--- src/rtl/mem_wb_stage_pkg.sv ---
// Shared definitions for the MEM stage: width defaults, data-memory FSM
// state encoding and the branch-decode helper.
package mem_wb_stage_pkg;

    localparam int DATA_W_DEF  = 32;
    localparam int REG_W_DEF   = 5;
    localparam int TIMEOUT_DEF = 16;

    typedef enum logic [1:0] {
        ST_IDLE  = 2'd0,
        ST_WAIT  = 2'd1,
        ST_ABORT = 2'd2
    } dmem_state_e;

    // beq is taken on zero, bne on non-zero.
    function automatic logic branch_taken(input logic beq, input logic bne, input logic zero);
        return (beq & zero) | (bne & ~zero);
    endfunction

endpackage

--- src/rtl/mem_wb_stage_if.sv ---
// Data-memory bus between the MEM stage (master) and the data memory (slave).
interface mem_wb_stage_if
    import mem_wb_stage_pkg::*;
#(
    parameter int DATA_W = DATA_W_DEF
) ();

    logic              req;
    logic              we;
    logic [DATA_W-1:0] addr;
    logic [DATA_W-1:0] wdata;
    logic [DATA_W-1:0] rdata;
    logic              ack;

    modport master (output req, we, addr, wdata, input rdata, ack);
    modport slave  (input req, we, addr, wdata, output rdata, ack);

endinterface

--- src/rtl/mem_wb_stage_dmem_access_fsm.sv ---
// Data-memory access controller: tracks an outstanding request, counts wait
// cycles, aborts after TIMEOUT and raises a sticky error flag.
module dmem_access_fsm
    import mem_wb_stage_pkg::*;
#(
    parameter int TIMEOUT = TIMEOUT_DEF
) (
    input  logic clk,
    input  logic rst_n,
    input  logic memop_i,
    input  logic ack_i,
    output logic req_o,
    output logic stall_o,
    output logic abort_o,
    output logic err_o
);

    localparam int                CNT_W    = $clog2(TIMEOUT);
    localparam logic [CNT_W-1:0]  CNT_LAST = CNT_W'(TIMEOUT - 1);

    dmem_state_e       state_q, state_d;
    logic [CNT_W-1:0]  cnt_q, cnt_d;
    logic              err_q, err_d;

    // The aborted entry is released for exactly one cycle with no request.
    assign abort_o = (state_q == ST_ABORT);
    assign req_o   = memop_i & ~abort_o;
    assign stall_o = memop_i & ~ack_i & ~abort_o;
    assign err_o   = err_q;

    // State, wait counter and sticky error register.
    always_ff @(posedge clk or negedge rst_n) begin
        if (!rst_n) begin
            state_q <= ST_IDLE;
            cnt_q   <= '0;
            err_q   <= 1'b0;
        end else begin
            state_q <= state_d;
            cnt_q   <= cnt_d;
            err_q   <= err_d;
        end
    end

    // Next-state: zero-wait accesses never leave IDLE.
    always_comb begin
        state_d = state_q;
        cnt_d   = cnt_q;
        err_d   = err_q;
        case (state_q)
            ST_IDLE: begin
                if (memop_i && !ack_i) begin
                    state_d = ST_WAIT;
                    cnt_d   = CNT_W'(1);
                end
            end
            ST_WAIT: begin
                if (ack_i) begin
                    state_d = ST_IDLE;
                    cnt_d   = '0;
                end else if (cnt_q == CNT_LAST) begin
                    state_d = ST_ABORT;
                    err_d   = 1'b1;
                end else begin
                    cnt_d = cnt_q + 1'b1;
                end
            end
            ST_ABORT: begin
                state_d = ST_IDLE;
                cnt_d   = '0;
            end
            default: begin
                state_d = ST_IDLE;
                cnt_d   = '0;
            end
        endcase
    end

endmodule

--- src/rtl/mem_wb_stage.sv ---
// MEM stage: EX/MEM latch, data-memory access, branch resolution and the
// MEM/WB latch feeding register-file write-back.
module mem_wb_stage
    import mem_wb_stage_pkg::*;
#(
    parameter int DATA_W  = DATA_W_DEF,
    parameter int REG_W   = REG_W_DEF,
    parameter int TIMEOUT = TIMEOUT_DEF
) (
    input  logic               clk,
    input  logic               rst_n,
    input  logic               ex_valid,
    input  logic               ex_memtoreg,
    input  logic               ex_regwrite,
    input  logic               ex_memwrite,
    input  logic               ex_memread,
    input  logic               ex_branch,
    input  logic               ex_bne,
    input  logic [DATA_W-1:0]  ex_aluout,
    input  logic               ex_zero,
    input  logic [DATA_W-1:0]  ex_addresult,
    input  logic [DATA_W-1:0]  ex_b,
    input  logic [REG_W-1:0]   ex_rd,
    mem_wb_stage_if.master     dmem,
    output logic               stall,
    output logic               pcsrc,
    output logic [DATA_W-1:0]  branch_target,
    output logic               dmem_err,
    output logic               wb_valid,
    output logic               wb_memtoreg,
    output logic               wb_regwrite,
    output logic [DATA_W-1:0]  wb_readdata,
    output logic [DATA_W-1:0]  wb_aluout,
    output logic [REG_W-1:0]   wb_rd
);

    logic              m_valid_q;
    logic              m_memtoreg_q, m_regwrite_q, m_memwrite_q, m_memread_q;
    logic              m_branch_q, m_bne_q, m_zero_q;
    logic [DATA_W-1:0] m_aluout_q, m_addresult_q, m_b_q;
    logic [REG_W-1:0]  m_rd_q;

    logic memop, fsm_req, fsm_stall, fsm_abort, fsm_err;

    assign memop         = m_valid_q & (m_memread_q | m_memwrite_q);
    assign pcsrc         = m_valid_q & branch_taken(m_branch_q, m_bne_q, m_zero_q);
    assign branch_target = m_addresult_q;
    assign stall         = fsm_stall;
    assign dmem_err      = fsm_err;

    assign dmem.req   = fsm_req;
    assign dmem.we    = m_memwrite_q;
    assign dmem.addr  = m_aluout_q;
    assign dmem.wdata = m_b_q;

    dmem_access_fsm #(
        .TIMEOUT (TIMEOUT)
    ) u_fsm (
        .clk     (clk),
        .rst_n   (rst_n),
        .memop_i (memop),
        .ack_i   (dmem.ack),
        .req_o   (fsm_req),
        .stall_o (fsm_stall),
        .abort_o (fsm_abort),
        .err_o   (fsm_err)
    );

    // EX/MEM valid: a taken branch kills the wrong-path entry behind it.
    always_ff @(posedge clk or negedge rst_n) begin
        if (!rst_n) begin
            m_valid_q <= 1'b0;
        end else if (!fsm_stall) begin
            m_valid_q <= ex_valid & ~pcsrc;
        end
    end

    // EX/MEM payload: only meaningful when m_valid_q is set.
    always_ff @(posedge clk) begin
        if (!fsm_stall) begin
            m_memtoreg_q  <= ex_memtoreg;
            m_regwrite_q  <= ex_regwrite;
            m_memwrite_q  <= ex_memwrite;
            m_memread_q   <= ex_memread;
            m_branch_q    <= ex_branch;
            m_bne_q       <= ex_bne;
            m_zero_q      <= ex_zero;
            m_aluout_q    <= ex_aluout;
            m_addresult_q <= ex_addresult;
            m_b_q         <= ex_b;
            m_rd_q        <= ex_rd;
        end
    end

    // MEM/WB latch: bubble while waiting on memory or when the access aborts.
    always_ff @(posedge clk or negedge rst_n) begin
        if (!rst_n) begin
            wb_valid    <= 1'b0;
            wb_regwrite <= 1'b0;
            wb_memtoreg <= 1'b0;
            wb_readdata <= '0;
            wb_aluout   <= '0;
            wb_rd       <= '0;
        end else if (fsm_stall || fsm_abort) begin
            wb_valid    <= 1'b0;
            wb_regwrite <= 1'b0;
        end else begin
            wb_valid    <= m_valid_q;
            wb_regwrite <= m_valid_q & m_regwrite_q;
            wb_memtoreg <= m_memtoreg_q;
            wb_aluout   <= m_aluout_q;
            wb_rd       <= m_rd_q;
            if (m_valid_q && m_memread_q && dmem.ack) begin
                wb_readdata <= dmem.rdata;
            end
        end
    end

endmodule

--- src/flat_wrapper.sv ---
// flat-port wrapper written by rule: the top's interface ports become plain ports
module mem_wb_stage_flat import mem_wb_stage_pkg::*;
#(
    parameter int DATA_W  = DATA_W_DEF,
    parameter int REG_W   = REG_W_DEF,
    parameter int TIMEOUT = TIMEOUT_DEF
)
  (clk, rst_n, ex_valid, ex_memtoreg, ex_regwrite, ex_memwrite, ex_memread, ex_branch, ex_bne, ex_aluout, ex_zero, ex_addresult, ex_b, ex_rd, stall, pcsrc, branch_target, dmem_err, wb_valid, wb_memtoreg, wb_regwrite, wb_readdata, wb_aluout, wb_rd, dmem_req, dmem_we, dmem_addr, dmem_wdata, dmem_rdata, dmem_ack);
  mem_wb_stage_if #(.DATA_W(DATA_W)) dmem_i ();
  input  logic clk;
  input  logic rst_n;
  input  logic ex_valid;
  input  logic ex_memtoreg;
  input  logic ex_regwrite;
  input  logic ex_memwrite;
  input  logic ex_memread;
  input  logic ex_branch;
  input  logic ex_bne;
  input  logic [DATA_W-1:0] ex_aluout;
  input  logic ex_zero;
  input  logic [DATA_W-1:0] ex_addresult;
  input  logic [DATA_W-1:0] ex_b;
  input  logic [REG_W-1:0] ex_rd;
  output logic stall;
  output logic pcsrc;
  output logic [DATA_W-1:0] branch_target;
  output logic dmem_err;
  output logic wb_valid;
  output logic wb_memtoreg;
  output logic wb_regwrite;
  output logic [DATA_W-1:0] wb_readdata;
  output logic [DATA_W-1:0] wb_aluout;
  output logic [REG_W-1:0] wb_rd;
  output wire logic [$bits(dmem_i.req)-1:0] dmem_req;
  output wire logic [$bits(dmem_i.we)-1:0] dmem_we;
  output wire logic [$bits(dmem_i.addr)-1:0] dmem_addr;
  output wire logic [$bits(dmem_i.wdata)-1:0] dmem_wdata;
  input wire logic [$bits(dmem_i.rdata)-1:0] dmem_rdata;
  input wire logic [$bits(dmem_i.ack)-1:0] dmem_ack;
  assign dmem_req = dmem_i.req;
  assign dmem_we = dmem_i.we;
  assign dmem_addr = dmem_i.addr;
  assign dmem_wdata = dmem_i.wdata;
  assign dmem_i.rdata = dmem_rdata;
  assign dmem_i.ack = dmem_ack;
  mem_wb_stage #(.DATA_W(DATA_W), .REG_W(REG_W), .TIMEOUT(TIMEOUT)) u_core (.clk(clk), .rst_n(rst_n), .ex_valid(ex_valid), .ex_memtoreg(ex_memtoreg), .ex_regwrite(ex_regwrite), .ex_memwrite(ex_memwrite), .ex_memread(ex_memread), .ex_branch(ex_branch), .ex_bne(ex_bne), .ex_aluout(ex_aluout), .ex_zero(ex_zero), .ex_addresult(ex_addresult), .ex_b(ex_b), .ex_rd(ex_rd), .dmem(dmem_i), .stall(stall), .pcsrc(pcsrc), .branch_target(branch_target), .dmem_err(dmem_err), .wb_valid(wb_valid), .wb_memtoreg(wb_memtoreg), .wb_regwrite(wb_regwrite), .wb_readdata(wb_readdata), .wb_aluout(wb_aluout), .wb_rd(wb_rd));
endmodule
--- config.mk ---
export PLATFORM = sky130hd
export DESIGN_NAME = mem_wb_stage_flat
export DESIGN_NICKNAME = d
export VERILOG_FILES = /design/src/rtl/mem_wb_stage_pkg.sv /design/src/rtl/mem_wb_stage_if.sv /design/src/rtl/mem_wb_stage_dmem_access_fsm.sv /design/src/rtl/mem_wb_stage.sv /design/src/flat_wrapper.sv
export SDC_FILE = /design/constraint.sdc
export NUM_CORES = 1
export LEC_CHECK = 0
export CORE_UTILIZATION = 40
export DETAILED_ROUTE_END_ITERATION = 16
export HOLD_SLACK_MARGIN = 0.03
export PLACE_DENSITY = 0.8
export SYNTH_ARGS = -nofsm -noshare
export SYNTH_HDL_FRONTEND = slang
export SYNTH_SLANG_ARGS = --single-unit
export TNS_END_PERCENT = 30
--- constraint.sdc ---
create_clock -name clk -period 3.6 [get_ports clk]
set_input_delay 1.08 -clock clk [delete_from_list [all_inputs] [get_ports clk]]
set_output_delay 1.08 -clock clk [all_outputs]
set_load 0.02 [all_outputs]
* Word level (Yosys, flattened, before mapping)
Index checks and enable logic that the tools add are counted.
Widths: inputs -> output; s select.
** Word-level totals
- Register bits after elaboration :: 188
- Bits in latches :: 0
- Memory bits (writable) :: 0
- ROM bits :: 0
- Memories kept :: 0
** Operators by class
- Add/subtract/negate cells :: 1
- Multiply operators :: 0
- Divide/modulo/power cells :: 0
- $lt $le $gt $ge :: 0
- Eq/ne operators :: 6
- Shifts and indexed selects :: 0
- Muxes and demuxes :: 10
- Bitwise logic cells :: 16
- Reduce and logical (&&, ||, !) cells :: 10
** Operators with widths (number)
- $mux 4 :: 3
- $and 1x1->1 :: 9
- $pmux 4 s2 :: 1
- $mux 2 :: 3
- $ne 3x3->1 const B :: 2
- $reduce_and 2->1 :: 3
- $not 1->1 :: 5
- $add 4x1->4 const B :: 1
- $eq 4x4->1 const B :: 1
- $pmux 2 s2 :: 1
- $logic_and 1x1->1 :: 3
- $reduce_and 3->1 :: 1
- $eq 2x1->1 const B :: 1
- $eq 2x2->1 const B :: 1
- $logic_not 2->1 :: 1
- $mux 1 :: 2
- $ne 2x2->1 const B :: 1
- $or 1x1->1 :: 2
- $logic_not 1->1 :: 1
- $logic_or 1x1->1 :: 1

* Logic depth before layout (Yosys ltp)
- Depth after elaboration :: 7
- Depth in mapped cells :: 6

* Hierarchy
A second synthesis with hierarchy kept.
** Unflattened totals
- Cell total of the unflattened synthesis :: 306
- Area total of the unflattened synthesis :: 6481.2 um^2
** By module, submodules not included
- mem_wb_stage :: instances 1, cells an instance 271, area an instance 6112.1 um^2, seq. area each 5069.9 um^2
- dmem_access_fsm :: instances 1, cells an instance 35, area an instance 369.1 um^2, seq. area each 175.2 um^2

* Worst setup path after synthesis
Ideal clock, no wire load.
- Path kind :: in2reg
- Start point :: in dmem_ack
- End point :: reg u_core.m_addresult_q[0], in the netlist u_core.branch_target[0], enable pin
- Library setup time :: 0.462 ns
- Data arrival time :: 3.331 ns
- Required time :: 3.138 ns
- Setup slack :: -0.192 ns
- Stages :: 2
- Buffers on the path :: 0
- Path through :: nor3_1 -> inv_1
** Between the ends
- Longest elaborated chain between the ends :: 3
** Ends and longest elaborated chain
- from (decl) :: RTL line flat_wrapper.sv:39 : input wire logic [$bits(dmem_i.ack)-1:0] dmem_ack;
- $not 1->1 (no source line)
- $and 1x1->1 (2 in series) :: RTL line mem_wb_stage_dmem_access_fsm.sv:28 : assign stall_o = memop_i & ~ack_i & ~abort_o;
- to (signal assigned) :: RTL line mem_wb_stage.sv:89 : m_addresult_q <= ex_addresult;
- to (decl) :: RTL line mem_wb_stage.sv:40 : logic [DATA_W-1:0] m_aluout_q, m_addresult_q, m_b_q;
Every way passes these cells.
A chain may end at the register's enable or synchronous reset.

* Final worst setup path
- Start point :: in dmem_ack
- End point :: out stall
** Between the ends
- Longest elaborated chain between the ends :: 3
** Ends and longest elaborated chain
- $not 1->1 (no source line)
- $and 1x1->1 (2 in series) :: RTL line mem_wb_stage_dmem_access_fsm.sv:28
- to (decl) :: RTL line flat_wrapper.sv:24 : output logic stall;
Every way passes these cells.

==> qor.yml <==
status: "finished, final reports clean"
max_freq_mhz: 286
yosys-top-cells-area: "edfxtp_1 51%, dfrtp_1 31%, mux2_2 11%"
dr.pass1.iters: 4
required_ns: 2.52
end_kind: "output port"
synth_edf_count: 108
drive_above_1_share: 0.174
slew_viol_final: 0
clockBufferDepth: 2
worst_pin_slew_ns: 1.01
wire_per_inst_um: 19.8
seqPwrFrac: 0.458
cpPeakStageDelay_ns: 0.63
post-cts-setup-buffers: 0
die_y_um: 128
clock_skew_ns: 0.00965
synth_most_common_cell: "edfxtp_1"
cp_num_buf_inv: 2
switching_share: 0.279
initial_core_util: 0.416
finalCriticalPeriod_ns: 3.49
ir_drop_uv: 315
cts_resized: 0
total_power_mw: 6.06
clk_latency_ns: 0.42
period_share: 0.970
clkSinkCount: 188
synth_seq_area_share: 0.821
internal_power_mw: 4.37
setup_viol: 0
synth-main-ff-cell: "edfxtp_1"
grt_max_degree: 110
grt_overflow_total: 0
grt_setup_unrepaired: "false"
relSlewSlack: 0.325
path_class: "primary input to output port"
async_flop_share: 0.426
synth_top_area_frac: 0.508
slowest_stage: "clkdlybuf4s50_1"
cts_buffers: 17
crit_family: "buffers and inverters"
grtUsageTotal: 0.210
p_sw_mw: 1.69
synth_area_um2: 6390
cp.arrival_ns: 2.41
area_growth_pct: 62.9
antenna_found_initial: 1
fillCellCount: 1031
p_leak_nw: 4.00
ys_ff_latch: 188
ys_warn_count: 0
final_core_util: 0.677
combPwrFrac: 0.245
cts.clk_slew.worst_paths_ns: 0.07
nets: 787
reg2reg_slack_ns: 1.58
clockRootBuffer: "clkbuf_16"
core_um2: 15400
path_common_cell: "clkdlybuf4s50_1"
htree_levels: 4
numPortBuffers: 316
hp-class: "flip-flop to flip-flop"
io_pins: 317
power_density_nw_per_um2: 582
place.detailed.hpwl_um: 12200
grt_pass1_wl_um: 25000
initialDrtViolationCount: 204
synth_area_per_cell_um2: 20.7
final_antenna_net_count: 0
gp_congestion: 0.762
num_vias: 4041
hold_viol_final: 0
dieArea_um2: 16500
grt_pass1_vias: 4407
synth_top_area_cell: "edfxtp_1"
critical_path.cell_chain: "clkdlybuf4s50_1 -> nor3_4 -> clkdlybuf4s50_1"
syn_nets: 454
final.setup.tns_ns: 0
start_kind: "primary input"
avgViaCountPerCell: 4.66
crit_fanout: 2
syn_inst: 309
cts_tree: "done"
pwr-share-clk: 0.298
ys_top_cells_by_count: "108 x edfxtp_1, 80 x dfrtp_1, 61 x mux2_2, 9 x mux2_4, 8 x nor2_1"
cap_violations: 0
drcViolationCount: 0
synth_cell_types: 28
ctsHoldBuffers: 0
routed_wl_um: 17200
rows: 45
die_x_um: 128
cell families after synthesis:
| kind of cell | after synthesis | synth area share |
|---|---|---|
| adders and majority gates | 1 | 0.00196 |
| DFF | 188 | 0.821 |
| AOI/OAI and AO/OA | 14 | 0.0157 |
| and+or+nand+nor | 25 | 0.0206 |
| muxes | 71 | 0.130 |
| buffers and inverters | 10 | 0.0104 |
worst register-to-register path, delay by kind of cell (launching register included):
kind | cells | cell delay, ns
compound gates | 1 | 0.43
buf+inv | 3 | 0.62
simple gates | 1 | 0.06
flops | 1 | 0.42
power groups by stage:
stage	Combinational [mW]	Sequential (mW)	Clock, mW
2_1_floorplan	0.289	3.16	0
3_3_place_gp	1.46	2.79	0
3_5_place_dp	1.49	2.81	0
4_1_cts	1.49	2.77	1.84
5_1_grt	1.55	2.81	1.92
6_report	1.48	2.77	1.80
layout make-up:
| cell class | instances | area, um^2 | share of cell area |
|---|---|---|---|
| diodes | 2 | 5.00 | 0.000481 |
| clock buffers | 18 | 429 | 0.0413 |
| clock inverters | 14 | 135 | 0.0130 |
| inverters | 3 | 15.0 | 0.00144 |
| multi-input cells | 111 | 1090 | 0.105 |
| flip-flops and latches | 188 | 5250 | 0.504 |
| well taps | 211 | 264 | 0.0254 |
| repair buffers | 321 | 3220 | 0.310 |
stage by stage:
| stage | instances | hold slack [ns] | cell area (um^2) | setup WS (ns) |
|---|---|---|---|---|
| floorplan | 309 | 0.427 | 6400 | 0.0973 |
| global route | 868 | 0.497 | 10400 | 0.0678 |
| finish | 868 | 0.465 | 10400 | 0.107 |
| detailed placement | 834 | 0.451 | 9830 | 0.117 |
| global placement | 834 | 0.430 | 9830 | 0.146 |
| CTS | 866 | 0.472 | 10400 | 0.106 |
layout by cell type, fill, tap and decap left out, types with 3 or more instances in the layout:
cell type and n:
buf_4 4, mux2_4 9, clkdlybuf4s50_1 315, nor2_1 8, o21ai_0 4, edfxtp_1 108, inv_6 3, clkinvlp_4 6
nand2_1 4, a21oi_1 5, nand3_1 3, clkbuf_16 17, mux2_2 61, dfrtp_1 80
path summary, 6_finish.rpt:
check / cells past startpoint / start / to
worst min register to register: 1 / u_core.m_regwrite_q$_DFFE_PN_ / u_core.wb_regwrite$_DFF_PN0_
worst max register to register: 5 / u_core.dmem.we$_DFFE_PN_ / u_core.dmem.addr[10]$_DFFE_PN_
worst min-delay path: 1 / u_core.m_regwrite_q$_DFFE_PN_ / u_core.wb_regwrite$_DFF_PN0_
max in group asynchronous: 1 / rst_n / u_core.wb_aluout[15]$_DFFE_PN0N_
min in group asynchronous: 1 / rst_n / u_core.wb_readdata[11]$_DFFE_PN0P_
worst max-delay path: 3 / dmem_ack / stall
registers in the layout, summed over array words and instances (netlist names), 2 cells and up:
| signal | flops |
|---|---|
| u_core.branch_target | 32 |
| u_core.wb_aluout | 32 |
| u_core.dmem.wdata | 32 |
| u_core.wb_rd | 5 |
| u_core.dmem.addr | 32 |
| u_core.u_fsm.state_q | 2 |
| u_core.wb_readdata | 32 |
| u_core.u_fsm.cnt_q | 4 |
| u_core.m_rd_q | 5 |
per-layer routing:
| metal | share of wire | routed length, um | up-vias | track usage |
|---|---|---|---|---|
| li1 | - | - | 1818 | - |
| met1 | 0.35 | 6010 | 1984 | 0.219 |
| met2 | 0.52 | 8930 | 202 | 0.365 |
| met3 | 0.098 | 1690 | 37 | 0.0881 |
| met4 | 0.034 | 591 | 0 | 0.104 |
| met5 | 0 | 0 | - | 0 |
Note: power is estimated with default switching activity, not from simulation.
